==> src/rtl/stopwatch_timer_pkg.sv <==
// Shared types, digit limits and BCD helpers for the stopwatch/countdown timer.
package stopwatch_pkg;

  typedef enum logic [1:0] {
    ST_STOPPED = 2'd0,
    ST_RUNNING = 2'd1,
    ST_EXPIRED = 2'd2
  } sw_state_e;

  localparam int TENTHS_MAX   = 9;
  localparam int SEC_ONES_MAX = 9;
  localparam int SEC_TENS_MAX = 5;
  localparam int BCD_MAX      = 9;

  function automatic logic [3:0] bcd_clamp(input logic [3:0] digit, input logic [3:0] max_val);
    return (digit > max_val) ? max_val : digit;
  endfunction

  function automatic logic [11:0] int_to_bcd3(input int unsigned val);
    logic [11:0] r;
    r[3:0]  = 4'(val % 10);
    r[7:4]  = 4'((val / 10) % 10);
    r[11:8] = 4'((val / 100) % 10);
    return r;
  endfunction

endpackage

==> src/rtl/stopwatch_timer_bcd_digit_counter.sv <==
// Single BCD digit: clear > load > count, wraps at MAX going up and at 0 going down.
module bcd_digit_counter #(
  parameter int WIDTH = 4,
  parameter int MAX   = 9
) (
  input  logic             clk_i,
  input  logic             reset_ni,
  input  logic             enable_i,
  input  logic             dir_i,
  input  logic             load_i,
  input  logic [WIDTH-1:0] load_val_i,
  input  logic             clear_i,
  output logic [WIDTH-1:0] value_o,
  output logic             carry_out_o,
  output logic             borrow_out_o
);

  localparam logic [WIDTH-1:0] MAX_V = WIDTH'(MAX);

  logic [WIDTH-1:0] value_q, value_d;

  always_comb begin
    value_d = value_q;
    if (clear_i) begin
      value_d = '0;
    end else if (load_i) begin
      value_d = load_val_i;
    end else if (enable_i) begin
      if (!dir_i) value_d = (value_q == MAX_V) ? '0 : value_q + WIDTH'(1);
      else        value_d = (value_q == '0) ? MAX_V : value_q - WIDTH'(1);
    end
  end

  always_ff @(posedge clk_i or negedge reset_ni) begin
    if (!reset_ni) value_q <= '0;
    else           value_q <= value_d;
  end

  assign value_o      = value_q;
  assign carry_out_o  = (value_q == MAX_V);
  assign borrow_out_o = (value_q == '0);

endmodule

==> src/rtl/stopwatch_timer.sv <==
// BCD stopwatch / countdown timer driven by a 10 Hz tick, with preset load and lap hold.
// reset_ni is the asynchronous active-low reset.
//
//   state      | meaning
//   STOPPED    | count held, accepts start/load
//   RUNNING    | counting on tick in the latched direction
//   EXPIRED    | countdown reached 00:00.0; waits for clear or load
module stopwatch_timer
  import stopwatch_pkg::*;
#(
  parameter int MIN_DIGITS = 1,
  parameter int MAX_MIN    = 9
) (
  input  logic                    clk_i,
  input  logic                    reset_ni,
  input  logic                    tick_i,
  input  logic                    start_i,
  input  logic                    stop_i,
  input  logic                    clear_i,
  input  logic                    mode_i,
  input  logic                    load_i,
  input  logic [4*MIN_DIGITS-1:0] preset_min_i,
  input  logic [6:0]              preset_sec_i,
  input  logic                    lap_i,
  output logic [4*MIN_DIGITS-1:0] minutes_o,
  output logic [2:0]              sec_tens_o,
  output logic [3:0]              sec_ones_o,
  output logic [3:0]              tenths_o,
  output logic                    running_o,
  output logic                    done_o,
  output logic                    wrapped_o,
  output logic                    lap_active_o
);

  localparam int MW = 4 * MIN_DIGITS;
  localparam logic [11:0]   MAX_MIN_BCD12 = int_to_bcd3(MAX_MIN);
  localparam logic [MW-1:0] MAX_MIN_BCD   = MAX_MIN_BCD12[MW-1:0];

  sw_state_e state_q, state_d;
  logic      mode_q, wrapped_q, lap_active_q;
  logic [MW-1:0] snap_min_q;
  logic [2:0]    snap_st_q;
  logic [3:0]    snap_so_q, snap_t_q;

  logic [3:0]    t_live, so_live;
  logic [2:0]    st_live;
  logic [MW-1:0] min_live;
  logic t_carry, t_borrow, so_carry, so_borrow, st_carry, st_borrow;
  logic [MIN_DIGITS-1:0] min_carry, min_borrow, en_min;

  logic up, count_en, load_acc, en_so, en_st, wrap_up;
  logic count_zero, at_one_tenth, expire_hit;
  logic [3:0]    ld_so;
  logic [2:0]    ld_st;
  logic [MW-1:0] ld_min_dig, ld_min;

  assign up       = !mode_q;
  assign count_en = tick_i && (state_q == ST_RUNNING) && !clear_i;
  assign load_acc = load_i && (state_q != ST_RUNNING) && !clear_i;

  // Ripple enable: a digit steps when every lower digit is at its terminal value.
  assign en_so = count_en && (up ? t_carry : t_borrow);
  assign en_st = en_so && (up ? so_carry : so_borrow);

  always_comb begin
    en_min    = '0;
    en_min[0] = en_st && (up ? st_carry : st_borrow);
    for (int i = 1; i < MIN_DIGITS; i++) begin
      en_min[i] = en_min[i-1] && (up ? min_carry[i-1] : min_borrow[i-1]);
    end
  end

  assign wrap_up      = en_min[0] && up && (min_live == MAX_MIN_BCD);
  assign count_zero   = (t_live == 4'd0) && (so_live == 4'd0) && (st_live == 3'd0) && (min_live == '0);
  assign at_one_tenth = (t_live == 4'd1) && (so_live == 4'd0) && (st_live == 3'd0) && (min_live == '0);
  assign expire_hit   = count_en && mode_q && at_one_tenth;

  always_comb begin
    ld_so      = bcd_clamp(preset_sec_i[3:0], 4'(SEC_ONES_MAX));
    ld_st      = 3'(bcd_clamp({1'b0, preset_sec_i[6:4]}, 4'(SEC_TENS_MAX)));
    ld_min_dig = '0;
    for (int i = 0; i < MIN_DIGITS; i++) begin
      ld_min_dig[4*i +: 4] = bcd_clamp(preset_min_i[4*i +: 4], 4'(BCD_MAX));
    end
    // Packed BCD with valid digits orders the same as binary, so a plain compare works.
    ld_min = (ld_min_dig > MAX_MIN_BCD) ? MAX_MIN_BCD : ld_min_dig;
  end

  bcd_digit_counter #(.WIDTH(4), .MAX(TENTHS_MAX)) u_tenths (
    .clk_i(clk_i), .reset_ni(reset_ni), .enable_i(count_en), .dir_i(mode_q),
    .load_i(load_acc), .load_val_i(4'd0), .clear_i(clear_i),
    .value_o(t_live), .carry_out_o(t_carry), .borrow_out_o(t_borrow)
  );

  bcd_digit_counter #(.WIDTH(4), .MAX(SEC_ONES_MAX)) u_sec_ones (
    .clk_i(clk_i), .reset_ni(reset_ni), .enable_i(en_so), .dir_i(mode_q),
    .load_i(load_acc), .load_val_i(ld_so), .clear_i(clear_i),
    .value_o(so_live), .carry_out_o(so_carry), .borrow_out_o(so_borrow)
  );

  bcd_digit_counter #(.WIDTH(3), .MAX(SEC_TENS_MAX)) u_sec_tens (
    .clk_i(clk_i), .reset_ni(reset_ni), .enable_i(en_st), .dir_i(mode_q),
    .load_i(load_acc), .load_val_i(ld_st), .clear_i(clear_i),
    .value_o(st_live), .carry_out_o(st_carry), .borrow_out_o(st_borrow)
  );

  for (genvar g = 0; g < MIN_DIGITS; g++) begin : g_min
    bcd_digit_counter #(.WIDTH(4), .MAX(BCD_MAX)) u_min (
      .clk_i(clk_i), .reset_ni(reset_ni), .enable_i(en_min[g]), .dir_i(mode_q),
      .load_i(load_acc), .load_val_i(ld_min[4*g +: 4]), .clear_i(clear_i || wrap_up),
      .value_o(min_live[4*g +: 4]), .carry_out_o(min_carry[g]), .borrow_out_o(min_borrow[g])
    );
  end

  // The top minute digit never feeds a higher digit.
  logic unused_top_term;
  assign unused_top_term = min_carry[MIN_DIGITS-1] ^ min_borrow[MIN_DIGITS-1];

  always_ff @(posedge clk_i or negedge reset_ni) begin
    if (!reset_ni) state_q <= ST_STOPPED;
    else           state_q <= state_d;
  end

  always_comb begin
    state_d = state_q;
    if (clear_i) begin
      state_d = ST_STOPPED;
    end else begin
      case (state_q)
        ST_STOPPED: if (start_i && !stop_i && !(mode_i && count_zero)) state_d = ST_RUNNING;
        ST_RUNNING: begin
          if (stop_i)          state_d = ST_STOPPED;
          else if (expire_hit) state_d = ST_EXPIRED;
        end
        ST_EXPIRED: if (load_i) state_d = ST_STOPPED;
        default:    state_d = ST_STOPPED;
      endcase
    end
  end

  always_comb begin
    running_o    = (state_q == ST_RUNNING);
    done_o       = (state_q == ST_EXPIRED);
    wrapped_o    = wrapped_q;
    lap_active_o = lap_active_q;
    minutes_o    = lap_active_q ? snap_min_q : min_live;
    sec_tens_o   = lap_active_q ? snap_st_q  : st_live;
    sec_ones_o   = lap_active_q ? snap_so_q  : so_live;
    tenths_o     = lap_active_q ? snap_t_q   : t_live;
  end

  always_ff @(posedge clk_i or negedge reset_ni) begin
    if (!reset_ni) begin
      mode_q       <= 1'b0;
      wrapped_q    <= 1'b0;
      lap_active_q <= 1'b0;
      snap_min_q   <= '0;
      snap_st_q    <= '0;
      snap_so_q    <= '0;
      snap_t_q     <= '0;
    end else begin
      wrapped_q <= wrap_up;
      if (state_q == ST_STOPPED && state_d == ST_RUNNING) mode_q <= mode_i;
      if (clear_i) begin
        lap_active_q <= 1'b0;
      end else if (lap_i) begin
        if (lap_active_q) begin
          lap_active_q <= 1'b0;
        end else if (state_q == ST_RUNNING) begin
          lap_active_q <= 1'b1;
          snap_min_q   <= min_live;
          snap_st_q    <= st_live;
          snap_so_q    <= so_live;
          snap_t_q     <= t_live;
        end
      end
    end
  end

endmodule

==> config.mk <==
export PLATFORM = sky130hd
export DESIGN_NAME = stopwatch_timer
export DESIGN_NICKNAME = d
export VERILOG_FILES = /design/src/rtl/stopwatch_timer_pkg.sv /design/src/rtl/stopwatch_timer_bcd_digit_counter.sv /design/src/rtl/stopwatch_timer.sv
export SDC_FILE = /design/constraint.sdc
export NUM_CORES = 1
export LEC_CHECK = 0
export ABC_AREA = 1
export CORE_MARGIN = 5
export CORE_UTILIZATION = 50
export DETAILED_ROUTE_END_ITERATION = 12
export GPL_TIMING_DRIVEN = 1
export PLACE_DENSITY = 0.85
export SYNTH_ARGS = -nofsm -noshare
export SYNTH_HDL_FRONTEND = slang
export SYNTH_SLANG_ARGS = --single-unit
==> constraint.sdc <==
create_clock -name clk_i -period 2.1 [get_ports clk_i]
set_clock_uncertainty 0.05 [all_clocks]
set_input_delay 0.42 -clock clk_i [delete_from_list [all_inputs] [get_ports clk_i]]
set_output_delay 0.42 -clock clk_i [all_outputs]
set_load 0.05 [all_outputs]
# Word-level counts from Yosys, hierarchy flattened
# Index checks and enable logic that the tools add are counted.
# word_totals
out_inout_bits	19
wordCells	117
in_bits	20
register_bits	35
# classes
eq_ne	9
bitwise_logic	2
reduce_logical	37
add_sub_neg	8
magnitude_cmp	4
n_mux	45
# op_table
cell	count
4-bit 2-to-1 mux	24
3-bit 2-to-1 mux	8
1-bit logical AND	21
4-bit by 1-bit adder with 4-bit output (second input constant)	3
4-bit equality test (second input constant)	3
4-bit > comparator (second input constant)	3
4-bit logical NOT	3
3-bit nonzero test	4
4-bit by 1-bit subtractor with 4-bit output (second input constant)	3
2-bit 2-to-1 mux	5
1-bit 2-to-1 mux	7
2-bit case mux with 3 select lines	1
2-bit by 1-bit equality test with 1-bit output (second input constant)	2
4-bit by 1-bit equality test with 1-bit output (second input constant)	1
1-bit logical NOT	4
4-bit AND reduction	1
3-bit by 1-bit adder with 3-bit output (second input constant)	1
3-bit equality test (second input constant)	1
3-bit > comparator (second input constant)	1
3-bit logical NOT	1
3-bit by 1-bit subtractor with 3-bit output (second input constant)	1
2-bit equality test (second input constant)	1
2-bit logical NOT	1
2-bit by 1-bit inequality test with 1-bit output (second input constant)	1
other kinds (3)	4

# Depth between registers and ports, before layout
# logic_depth
depth_word	12
mapped_depth	11
depth_no_buf	11

# By module
# From an unflattened synthesis, not the netlist that was laid out.
# unflattened
hier_cells	429
hier_area_um2	2698.8
# by_module_without_submodules
module	seq_area_each_um2	instances	cells_per_inst	area_each_um2
stopwatch_timer	500.5	1	185	1221.2
bcd_digit_counter at g_min[0].u_min ...	100.1	3	65	401.6
bcd_digit_counter at u_sec_tens	75.1	1	49	272.8

# Worst setup path after synthesis
# No wires, ideal clock.
# synth_path
kind	register to output
start	register lap_active_q (netlist: lap_active_o)
end	output port sec_ones_o[1]
arrival_ns	1.948
path_stages_with_launch	3
path_slack_ns	-0.318
cell_sequence	dfrtp_1 -> clkbuf_1 -> o21ai_0
# synth_between
elab_chain_cells	1
# synth_rtl
item	line	text
start: declaration	stopwatch_timer.sv:40	logic mode_q, wrapped_q, lap_active_q;
start signal: assignment	stopwatch_timer.sv:156	lap_active_q <= 1'b0;
start signal: assignment	stopwatch_timer.sv:165	lap_active_q <= 1'b0;
start signal: assignment	stopwatch_timer.sv:168	lap_active_q <= 1'b0;
4-bit 2-to-1 mux	stopwatch_timer.sv:148	sec_ones_o = lap_active_q ? snap_so_q : so_live;
end: declaration	stopwatch_timer.sv:27	output logic [3:0] sec_ones_o,
# Every way passes these cells.

# Final worst setup path
# layout_path
start	register u_sec_ones.value_q[2] (netlist: u_sec_ones.value_o[2])
end	output port sec_ones_o[2]
# layout_between
elab_chain_cells	1
# layout_rtl
item	line	text
start: declaration	stopwatch_timer_bcd_digit_counter.sv:20	logic [WIDTH-1:0] value_q, value_d;
start signal: assignment	stopwatch_timer_bcd_digit_counter.sv:36	else value_q <= value_d;
4-bit 2-to-1 mux	stopwatch_timer.sv:148	
# Every way passes these cells.

==> metrics.csv <==
stage,metric,value,unit
run_status,outcome,finished clean,
floorplan,die-area,6120,um^2
yosys,yosys.area_share.simple,0.305,
route,drtPass1Iterations,7,
clock_tree,postCtsSetupRepairBufs,0,
finish,post_layout_nonfiller_instances,425,
placement,postPlaceCellArea,2970,um^2
yosys,synth_nets,354,
finish,drive_gt1_frac,0.155,
sta,maxSlewViolCount,0,
floorplan,io_pins,39,
setup_path,r2r_start,u_sec_ones.value_o[1],
clock_tree,h-tree-depth,2,
setup_path,required,1.63,ns
global_routing,gr-usage-all-layers,0.193,
worst_hold_path,hp-class,reg -> reg,
placement,place_inst,417,
yosys,seq_area_frac_synth,0.376,
route,drtAntennaViolNets,0,
finish,final_nets,399,
power,p_per_area,864,nW/um^2
clock_tree,clock_path_buffers,2,
yosys,netlist_top_cells_area,"dfrtp_1 38%, nand2_1 14%, o21ai_0 11%, inv_1 4.7%, nand3_1 4.5%",
clock_tree,ctsResizeCount,0,
global_routing,grt-ovfl-total,0,
route,drt_iter0_drc,187,
sta,worstMarginPinSlew,0.501,ns
setup_path,setup.worst_path.start_class,flip-flop,
sta,maxSlewHeadroom,0.665,
worst_hold_path,min_from,snap_min_q[3],
clock_tree,worstSkewPairLatency,0.29,ns
floorplan,die-width,78.3,um
route,post-route-drc-count,0,
finish,diodes,0,
global_routing,grt_pass1_vias,2139,
global_routing,grt-busiest-layer,met2,
global_routing,grt_max_degree,36,
yosys,synth_cell_type_count,36,
yosys,synth-compound-area-share,0.189,
clock_tree,postCtsHoldBufs,0,
setup_path,crit_type,reg -> out,
yosys,ys.flop_type,dfrtp_1,
placement,gp_congestion,0.928,
yosys,yosys.area.top_type,dfrtp_1,
global_routing,grt_util_met1,0.259,
placement,port-buffer-count,38,
yosys,ys_ff_latch,35,
finish,final_util,0.699,
setup_path,path_cells,"clkinv_1, o21ai_0, buf_12",
finish,final.fill_count,346,
yosys,avgSynthCellArea,7.12,um^2
finish,final_cell_area,3110,um^2
route,post_drt_wl_per_cell,13.4,um
setup_path,worstPathArrival,1.47,ns
clock_tree,cts-buffers-inserted,5,
route,dr_total_vias,2371,
yosys,synthAdderAreaFrac,0.0376,
yosys,synth_cells,327,
setup_path,cp_slowest_cell,o21ai_0,
power,p_leak,1.43,nW
yosys,synth_top_area_share,0.376,
yosys,async_flop_share,1.00,
route,via_per_inst,5.58,
floorplan,die_height,78.3,um
setup_path,critPathMaxStageDelay,0.38,ns
yosys,synth_enable_flop_cells,0,
clock_tree,cts_tree,done,
yosys,synth_mux_area_frac,0,
power,ir_drop,0.661,mV
global_routing,gr-usage-met2,0.319,
setup_path,end_kind,primary output,
sta,fmax,0.516,GHz
setup_path,crit_start,u_sec_ones.value_o[2],
run,drv_cap,0,
floorplan,initial_core_util,0.524,
placement,place_hpwl,4.31,mm
global_routing,grt_pass1_wl,9.67,mm
floorplan,num_rows,24,
sta,setup_viol,0,
sta,fin_crit_sh,0.922,
sta,setup_tns,0,ns
yosys,synth_top_family_by_area,simple AND/OR/NAND/NOR gates,
floorplan,core,4440,um^2
sta,fin_crit,1.94,ns
finish,syn_to_final_growth,33.3,%
sta,rsz0062_at_grt,false,
clock_tree,clockRootBuffer,clkbuf_8,
yosys,yosysWarningCount,0,
route,drt_wl_total,5.70,mm
yosys,synthXorXnorAreaFrac,0.0113,
yosys,netlist_area,2330,um^2
clock_tree,cts.reportedPaths.clkPinSlew,0.07,ns
clock_tree,cts.sinks,35,
setup_path,cp_max_fo,10,
global_routing,antenna_found_initial,0,
sta,finalHoldViolations,0,
global_routing,grt_use_met3,0.0366,
[power by group]
group	switching [mW]	internal (mW)
Clock	0.249	0.473
Combinational	0.640	0.435
Sequential	0.101	0.783
[flip-flops by register name, indices dropped and copies added (netlist names)]
register and cells:
snap_t_q 4, mode_q 1, u_tenths.value_o 4, u_sec_ones.value_o 4
state_q 2, u_sec_tens.value_o 3, snap_min_q 4, snap_so_q 4
g_min.u_min.value_o 4, wrapped_o 1, lap_active_o 1, snap_st_q 3
[cell type report]
cell class	instances	area [um^2]	share of cell area
well taps	52	65.1	0.0210
clock buffers	5	68.8	0.0222
clock inverters	3	67.6	0.0218
inverters	35	134	0.0431
flip-flops and latches	35	876	0.282
multi-input cells	246	1260	0.407
repair buffers	49	631	0.203
[synthesized netlist by cell type (2+ instances only)]
cell type,number
nand2_1,88
o21ai_0,52
dfrtp_1,35
inv_1,29
nand3_1,21
nor2_1,19
a21oi_1,10
nand4_1,9
ha_1,7
o21ai_1,7
buf_2,5
clkbuf_1,4
inv_2,4
nor2_2,4
nor2_4,4
o211ai_1,4
xor2_1,3
nand2_2,2
nand3_2,2
o22ai_1,2
[final timing paths]
path	slack, ns	depth (start not counted)	to
max	0.16	3	sec_ones_o[2]
min	0.44	2	snap_min_q[3]
max reg2reg	0.24	9	g_min[0].u_min.value_o[3]
min reg2reg	0.44	2	snap_min_q[3]
max in group asynchronous	1.19	2	snap_min_q[2]
min in group asynchronous	0.49	2	g_min[0].u_min.value_o[2]
[critical path: cells and delay by family (launching register included)]
family	cells	cell delay [ns]
compound gates	1	0.38
buf+inv	2	0.43
flops	1	0.37
[cells in the final DEF, fill, tap and decap left out, types with 5 or more instances in the layout]
| cell type | count |
|---|---|
| buf_4 | 12 |
| clkbuf_8 | 5 |
| a21oi_1 | 10 |
| nand3_1 | 21 |
| dfrtp_1 | 35 |
| ha_1 | 7 |
| o21ai_0 | 47 |
| nand4_1 | 9 |
| clkdlybuf4s50_1 | 20 |
| nand2_1 | 88 |
| o21ai_1 | 12 |
| buf_12 | 17 |
| nor2_1 | 19 |
| inv_1 | 29 |
[stage by stage]
stage | hold WS (ns) | total power, mW | setup slack [ns]
2_1_floorplan | 0.0744 | 1.54 | -0.318
3_3_place_gp | 0.416 | 1.93 | 0.122
3_5_place_dp | 0.423 | 1.96 | 0.0801
4_1_cts | 0.441 | 2.69 | 0.158
5_1_grt | 0.466 | 2.84 | 0.0141
6_report | 0.441 | 2.68 | 0.164
[layer usage]
layer / up-vias / part of all wire
met2: 100 / 0.48
met1: 1093 / 0.44
met5: - / 0
met3: 8 / 0.065
met4: 0 / 0.012
li1: 1170 / -
[cells by family after synthesis]
family | Yosys count
DFF | 35
AOI/OAI and AO/OA | 81
and+or+nand+nor | 155
adders and majority gates | 7
xor gates and xnor gates | 3
buffers and inverters | 46
Note: power is estimated with default switching activity, not from simulation.
